$ cat config.mk
export PLATFORM = sky130hd
export DESIGN_NAME = spi_tx_fifo_feeder
export DESIGN_NICKNAME = d
export VERILOG_FILES = /design/src/rtl/spi_tx_fifo_feeder.sv
export SDC_FILE = /design/constraint.sdc
export NUM_CORES = 1
export LEC_CHECK = 0
export BUFFER_PORTS_ARGS = -buffer_cell sky130_fd_sc_hd__buf_4
export CAP_MARGIN = 20
export CORE_UTILIZATION = 25
export CTS_BUF_LIST = sky130_fd_sc_hd__clkbuf_8
export DETAILED_ROUTE_END_ITERATION = 8
export SETUP_SLACK_MARGIN = 0.02
export SYNTH_ARGS = -nofsm -noshare
export SYNTH_HDL_FRONTEND = slang
export SYNTH_SLANG_ARGS = --single-unit
$ cat constraint.sdc
create_clock -name clk -period 8.7 [get_ports clk]
set_input_delay 1.305 -clock clk [delete_from_list [all_inputs] [get_ports clk]]
set_output_delay 1.305 -clock clk [all_outputs]
set_load 0.02 [all_outputs]
$ cat src/rtl/spi_tx_fifo_feeder.sv
// TX word FIFO plus issue sequencer feeding the SPI_TX shift core.
// Words are popped one at a time and handed over with a wrt pulse / done-level handshake.
module spi_tx_fifo_feeder #(
    parameter int DEPTH   = 16,
    parameter int DATA_W  = 16,
    parameter int LOWATER = 4,
    parameter int BUSY_TO = 8
) (
    input  logic                   clk,
    input  logic                   rst_n,
    input  logic                   push_valid,
    input  logic [DATA_W-1:0]      push_data,
    output logic                   push_ready,
    input  logic                   flush,
    input  logic                   en,
    output logic                   spi_wrt,
    output logic [DATA_W-1:0]      spi_tx_data,
    input  logic                   spi_done,
    output logic [$clog2(DEPTH):0] level,
    output logic                   empty,
    output logic                   full,
    output logic                   busy,
    output logic                   irq_lowater,
    output logic                   ovf_err,
    output logic                   to_err,
    input  logic                   err_clr,
    output logic [15:0]            done_cnt
);
    localparam int AW = $clog2(DEPTH);
    localparam int LW = AW + 1;
    localparam int TW = $clog2(BUSY_TO) + 1;

    typedef enum logic [1:0] {IDLE, ISSUE, WAIT_BUSY, WAIT_DONE} state_t;

    logic [DATA_W-1:0] mem_q [DEPTH];
    logic [AW-1:0]     wr_ptr_q, wr_ptr_d, rd_ptr_q, rd_ptr_d;
    logic [LW-1:0]     level_q, level_d;
    state_t            state_q, state_d;
    logic [DATA_W-1:0] data_q, data_d;
    logic [TW-1:0]     to_cnt_q, to_cnt_d;
    logic [15:0]       done_cnt_q, done_cnt_d;
    logic              ovf_q, ovf_d, to_err_q, to_err_d;
    logic              push_acc, pop, to_set;

    assign level       = level_q;
    assign empty       = (level_q == '0);
    assign full        = (level_q == LW'(DEPTH));
    assign push_ready  = !full && !flush;
    assign busy        = (state_q != IDLE);
    assign irq_lowater = (level_q <= LW'(LOWATER));
    assign spi_tx_data = data_q;
    assign done_cnt    = done_cnt_q;
    assign ovf_err     = ovf_q;
    assign to_err      = to_err_q;

    assign push_acc = push_valid && push_ready;
    // A flushing cycle never pops, so the flushed queue cannot leak a word into the core.
    assign pop      = (state_q == IDLE) && !empty && en && spi_done && !flush;

    always_comb begin
        wr_ptr_d = wr_ptr_q;
        rd_ptr_d = rd_ptr_q;
        level_d  = level_q;
        if (flush) begin
            wr_ptr_d = '0;
            rd_ptr_d = '0;
            level_d  = '0;
        end else begin
            if (push_acc) wr_ptr_d = wr_ptr_q + AW'(1);
            if (pop)      rd_ptr_d = rd_ptr_q + AW'(1);
            level_d = level_q + LW'(push_acc) - LW'(pop);
        end
    end

    always_comb begin
        state_d    = state_q;
        data_d     = data_q;
        to_cnt_d   = to_cnt_q;
        done_cnt_d = done_cnt_q;
        to_set     = 1'b0;
        spi_wrt    = 1'b0;
        case (state_q)
            IDLE: begin
                if (pop) begin
                    data_d  = mem_q[rd_ptr_q];
                    state_d = ISSUE;
                end
            end
            ISSUE: begin
                spi_wrt  = 1'b1;
                to_cnt_d = '0;
                state_d  = WAIT_BUSY;
            end
            WAIT_BUSY: begin
                // Core must acknowledge by dropping done; otherwise the word is abandoned.
                if (!spi_done) begin
                    state_d = WAIT_DONE;
                end else if (to_cnt_q == TW'(BUSY_TO - 1)) begin
                    to_set  = 1'b1;
                    state_d = IDLE;
                end else begin
                    to_cnt_d = to_cnt_q + TW'(1);
                end
            end
            WAIT_DONE: begin
                if (spi_done) begin
                    done_cnt_d = done_cnt_q + 16'd1;
                    state_d    = IDLE;
                end
            end
            default: state_d = IDLE;
        endcase
    end

    always_comb begin
        ovf_d    = ovf_q;
        to_err_d = to_err_q;
        if (err_clr) begin
            ovf_d    = 1'b0;
            to_err_d = 1'b0;
        end
        if (push_valid && !push_ready) ovf_d    = 1'b1;
        if (to_set)                    to_err_d = 1'b1;
    end

    always_ff @(posedge clk) begin
        if (push_acc) mem_q[wr_ptr_q] <= push_data;
    end

    always_ff @(posedge clk or negedge rst_n) begin
        if (!rst_n) begin
            wr_ptr_q   <= '0;
            rd_ptr_q   <= '0;
            level_q    <= '0;
            state_q    <= IDLE;
            data_q     <= '0;
            to_cnt_q   <= '0;
            done_cnt_q <= '0;
            ovf_q      <= 1'b0;
            to_err_q   <= 1'b0;
        end else begin
            wr_ptr_q   <= wr_ptr_d;
            rd_ptr_q   <= rd_ptr_d;
            level_q    <= level_d;
            state_q    <= state_d;
            data_q     <= data_d;
            to_cnt_q   <= to_cnt_d;
            done_cnt_q <= done_cnt_d;
            ovf_q      <= ovf_d;
            to_err_q   <= to_err_d;
        end
    end

endmodule
-- Word-level counts from Yosys, hierarchy flattened
Memory sizes are Yosys's and may differ from the RTL's. A register that Yosys moved wholly into a read port is not among the register bits.
Index checks and enable logic that the tools add are counted.
- flip-flop bits (word level): 37
- bits in writable memories: 256
- bits of input ports: 23
- memories kept: 1
- memory list (memory ; words ; width ; read ports ; clocked after memory_dff ; wr ports ; line ; source):
    mem_q ; 16 ; 16 ; 1 ; 1 ; 1 ; 35 ; logic [DATA_W-1:0] mem_q [DEPTH];
- $add $sub $neg: 6
- order comparisons: 1
- equal/unequal tests: 10
- mux-type cells: 22
- reductions and logical operators: 24
- operator list (operator ; count):
    two-way mux 4 bit ; 6
    adder 16 x 1 -> 16 bit, second input constant ; 1
    adder 4 x 1 -> 4 bit, second input constant ; 3
    nonzero test 2 bit ; 6
    two-way mux 1 bit ; 9
    two-way mux 2 bit ; 4
    != test 2 bit, second input constant ; 4
    one-hot mux 2 bit (4 select lines) ; 1
    one-hot mux 4 bit (2 select lines) ; 1
    logical AND 1 bit ; 7
    AND reduction 3 bit ; 2
    adder 5 x 1 -> 5 bit ; 1
    equality test 5 bit, second input constant ; 1
    <= comparator 5 x 3 -> 1 bit, second input constant ; 1
    zero test 1 bit ; 5
    zero test 5 bit ; 1
    two-way mux 5 bit ; 1
    subtractor 5 x 1 -> 5 bit ; 1
    equality test 2 bit, second input constant ; 2
    equality test 4 x 3 -> 1 bit, second input constant ; 1
    AND reduction 2 bit ; 2
    != test 3 bit, second input constant ; 1
    equality test 2 x 1 -> 1 bit, second input constant ; 1
    zero test 2 bit ; 1

-- Depth between registers and ports, before layout
- depth in word-level cells: 8
- mapped depth: 16
- depth with buffers taken out: 14

-- Worst setup path after synthesis
OpenSTA, ideal clock, no wires.
- path kind: in2reg
- start point: input flush
- end point: memory mem_q[0][0] (enable)
- data arrival time: 3.208 ns
- data required time: 8.291 ns
- slack: 5.083 ns
- stages on the path: 6
- buffers on the path: 2
- cells stage by stage: buf_2 nor2b_1 and2_1 clkbuf_1 nand2_1 nor3_1
- longest elaborated chain between the ends: 5
- RTL lines (element ; line ; source):
    start: declaration ; 14 ; input logic flush,
    zero test 1 bit ; 48 ; assign push_ready = !full && !flush;
    logical AND 1 bit ; 48 ;
    logical AND 1 bit ; 56 ; assign push_acc = push_valid && push_ready;
    two-way mux 1 bit ; 127 ; if (push_acc) mem_q[wr_ptr_q] <= push_data;
    two-way mux 1 bit (implied by the code) ; 127 ;
    end: declaration ; 35 ;
No other way between the ends.

-- Final worst setup path
- start point: register level_q[3] (netlist: level[3])
- end point: output empty
- longest elaborated chain between the ends: 1
- RTL lines (element ; line ; source):
    start: declaration ; 37 ; logic [LW-1:0] level_q, level_d;
    start signal: assignment ; 144 ; level_q <= level_d;
    zero test 5 bit ; 46 ; assign empty = (level_q == '0);
    end: declaration ; 20 ; output logic empty,
No other way between the ends.

==> impl_results.md <==
* Mux cell area share after synthesis at 0.135
* Setup Skew at 0.0253 ns
* Gpl congestion at 0.760
* Critical Path Max Stage Delay at 0.61 ns
* Post-CTS Setup Bufs at 0
* Power Density at 238 nW/µm²
* Overflow after GRT at 0
* Row cnt at 81
* Syn_area_per_cell at 19.3 µm²
* XOR/XNOR share of the synthesized area at 0.0155
* GRT Util Overall at 0.104
* Share of layout cells above drive strength 1 at 0.336
* Final hold violation count at 0
* Vias per Instance at 4.24
* Cell Area, Synth at 12400 µm²
* Crit-path max FO at 5
* WP data arrival at 2.17 ns
* Slew margin rel. at 0.266
* First-pass GRT wire length at 39.6 mm
* Port Buffer Count at 67
* Kind of critical path: register to output pin
* Vias in the first global route at 6469
* DR WL/cell at 17.8 µm
* Vias at 6126
* Die height at 225 µm
* Final wirelength at 25.8 mm
* Layout filler cell count at 4769
* Cell leakage power at 4.93 nW
* YS warnings at 0
* Final Cycle Share at 0.399
* Min-delay worst type: register to register
* CTS buffer count at 49
* Synth unique cells at 48
* Clock-pin slew on the worst setup and hold paths at 0.06 ns
* Synth Area in Simple Gates at 0.0422
* # placed instances at 1353
* Worst path cell trace: inv_1 -> ha_1 -> or4b_1 -> clkinv_2 -> buf_4
* Compound-Gate Fraction of Synth Area at 0.0423
* Fin crit period at 3.47 ns
* DRT Pass-1 Iters at 4
* Synth Instances at 643
* Max-Cap Viols at 0
* Fin nets at 779
* Max Slew Vio Count at 0
* Top Ports at 68
* Half-perimeter wire length after placement at 15.9 mm
* Sink Count at 309
* Ys async rst share at 0.172
* Multi-input gate area at 3180 µm²
* Critical path's slowest cell: or4b_1
* Core Area at 49000 µm²
* Largest family of logic cells by synthesized area: multiplexers
* Clk Latency, worst-skew pair at 0.58 ns
* Worst-margin pin slew at 1.10 ns
* Final setup fails at 0
* Pin count of the biggest net entering global routing at 68
* Die width at 225 µm
* Post-CTS sizing at 0
* Setup TNS at 0 ns
* Crit path launch type: register
* Mapped Nets at 682
* Register bit total from synthesis at 309
* CTS tree: yes
* CTS HTree Levels at 2
* Die area at 50600 µm²
* Worst VDD drop at 97.3 µV
* Drt first-iter violations at 441
* Total area of sequential cells at 9020 µm²
* Top_reg_cell synth: edfxtp_1
* Initial antenna violation count at 0
* Non-filler cells, final at 1445
* Post-synthesis sequential area ratio at 0.725
* Unrepaired setup endpoints after global routing: false
* Drc violations at 0
* CP endpoint kind: output pin
* Post-synth EDFFs at 256
* Post-synthesis adder-cell area fraction at 0.0167
* ANT nets after route at 0
* Initial core utilization at 0.254
* Most common cell after layout, fill and taps aside: edfxtp_1
* Outcome: finished clean
* Req. time, crit path at 7.39 ns
* Most frequent cells in the layout: 256 x edfxtp_1, 77 x buf_4, 63 x mux4_2, 51 x clkbuf_8, 51 x dfrtp_1
* Bufs on Longest Clock Path at 3
* Area grow syn2layout at 17.2%
* F_max at 0.288 GHz
* CTS root buffer: clkbuf_8
* Cts hold-fix bufs at 0
[power by group]
group	internal (mW)	switching, mW
Sequential	1.69	0.0841
Clock	0.549	0.563
Combinational	0.275	0.312
Total	2.51	0.959
[registers in the layout, indices dropped and copies added (netlist names)]
| name | cells |
|---|---|
| ovf_err | 1 |
| level | 5 |
| spi_tx_data | 16 |
| mem_q | 256 |
| state_q | 2 |
| to_err | 1 |
| to_cnt_q | 4 |
| done_cnt | 16 |
| wr_ptr_q | 4 |
| rd_ptr_q | 4 |
[worst max-delay path, delay by kind of cell (launching register included)]
| family | cells | cell delay [ns] |
|---|---|---|
| buf+inv | 3 | 0.43 |
| fa+ha+maj | 1 | 0.18 |
| flops | 1 | 0.38 |
| simple gates | 1 | 0.61 |
[cell usage after synthesis (all sizes together) (4+ instances only)]
cell type  count  share of area
nand3         14         0.0056
mux4          64           0.12
dfrtp         53           0.11
mux2          17          0.018
nor3           9         0.0045
edfxtp       256           0.62
and3           6         0.0030
inv           18         0.0054
xnor2         12         0.0085
nor2          25         0.0075
a21oi         22          0.012
clkbuf         9         0.0028
o22ai         34          0.025
ha            15          0.015
buf           22          0.014
nand4          4         0.0020
nand2         19         0.0057
o21ai          7         0.0028
nand2b         5         0.0025
xor2          10         0.0070
[area by class of cell]
class	instances	share of cell area
multi-input combinational	284	0.218
antenna	1	0.000172
timing repair buffer	77	0.0397
inverter	19	0.00498
clock buffer	51	0.0482
tap	664	0.0570
sequential	309	0.619
clock inverter	40	0.0125
[kinds of logic after synthesis]
| group | Yosys count |
|---|---|
| fa+ha+maj | 16 |
| buf+inv | 50 |
| xor+xnor | 22 |
| simple gates | 97 |
| mux | 82 |
| flops | 309 |
| compound gates | 67 |
[per-layer routing]
| layer | up-vias | share of wire | global-route usage |
|---|---|---|---|
| met5 | - | 0 | 0 |
| met4 | 0 | 0.019 | 0.0312 |
| li1 | 2770 | - | - |
| met2 | 146 | 0.47 | 0.166 |
| met1 | 3161 | 0.45 | 0.140 |
| met3 | 49 | 0.056 | 0.0222 |
[per-stage QoR]
step           power, mW  cell area, µm²  worst slack [ns]  utilization  hold slack [ns]
3_3_place_gp        2.40           13700              4.89        0.279            0.461
3_5_place_dp        2.41           13700              4.83        0.279            0.459
2_1_floorplan       2.18           12400              5.08            -            0.472
6_report            3.47           14600              5.23        0.298            0.469
4_1_cts             3.53           14600              5.20        0.298            0.472
5_1_grt             3.64           14600              4.90        0.298            0.493
[path summary, 6_finish.rpt]
check	startpoint	end	slack [ns]	cells past startpoint
worst max-delay path	level[3]	empty	5.23	5
worst min-delay path	done_cnt[15]	done_cnt[15]	0.47	1
worst max register to register	level[2]	level[4]	5.25	15
worst min register to register	done_cnt[15]	done_cnt[15]	0.47	1
max in group asynchronous	rst_n	rd_ptr_q[0]	7.33	1
min in group asynchronous	rst_n	level[4]	0.78	1
Note: power is estimated with default switching activity, not from simulation.
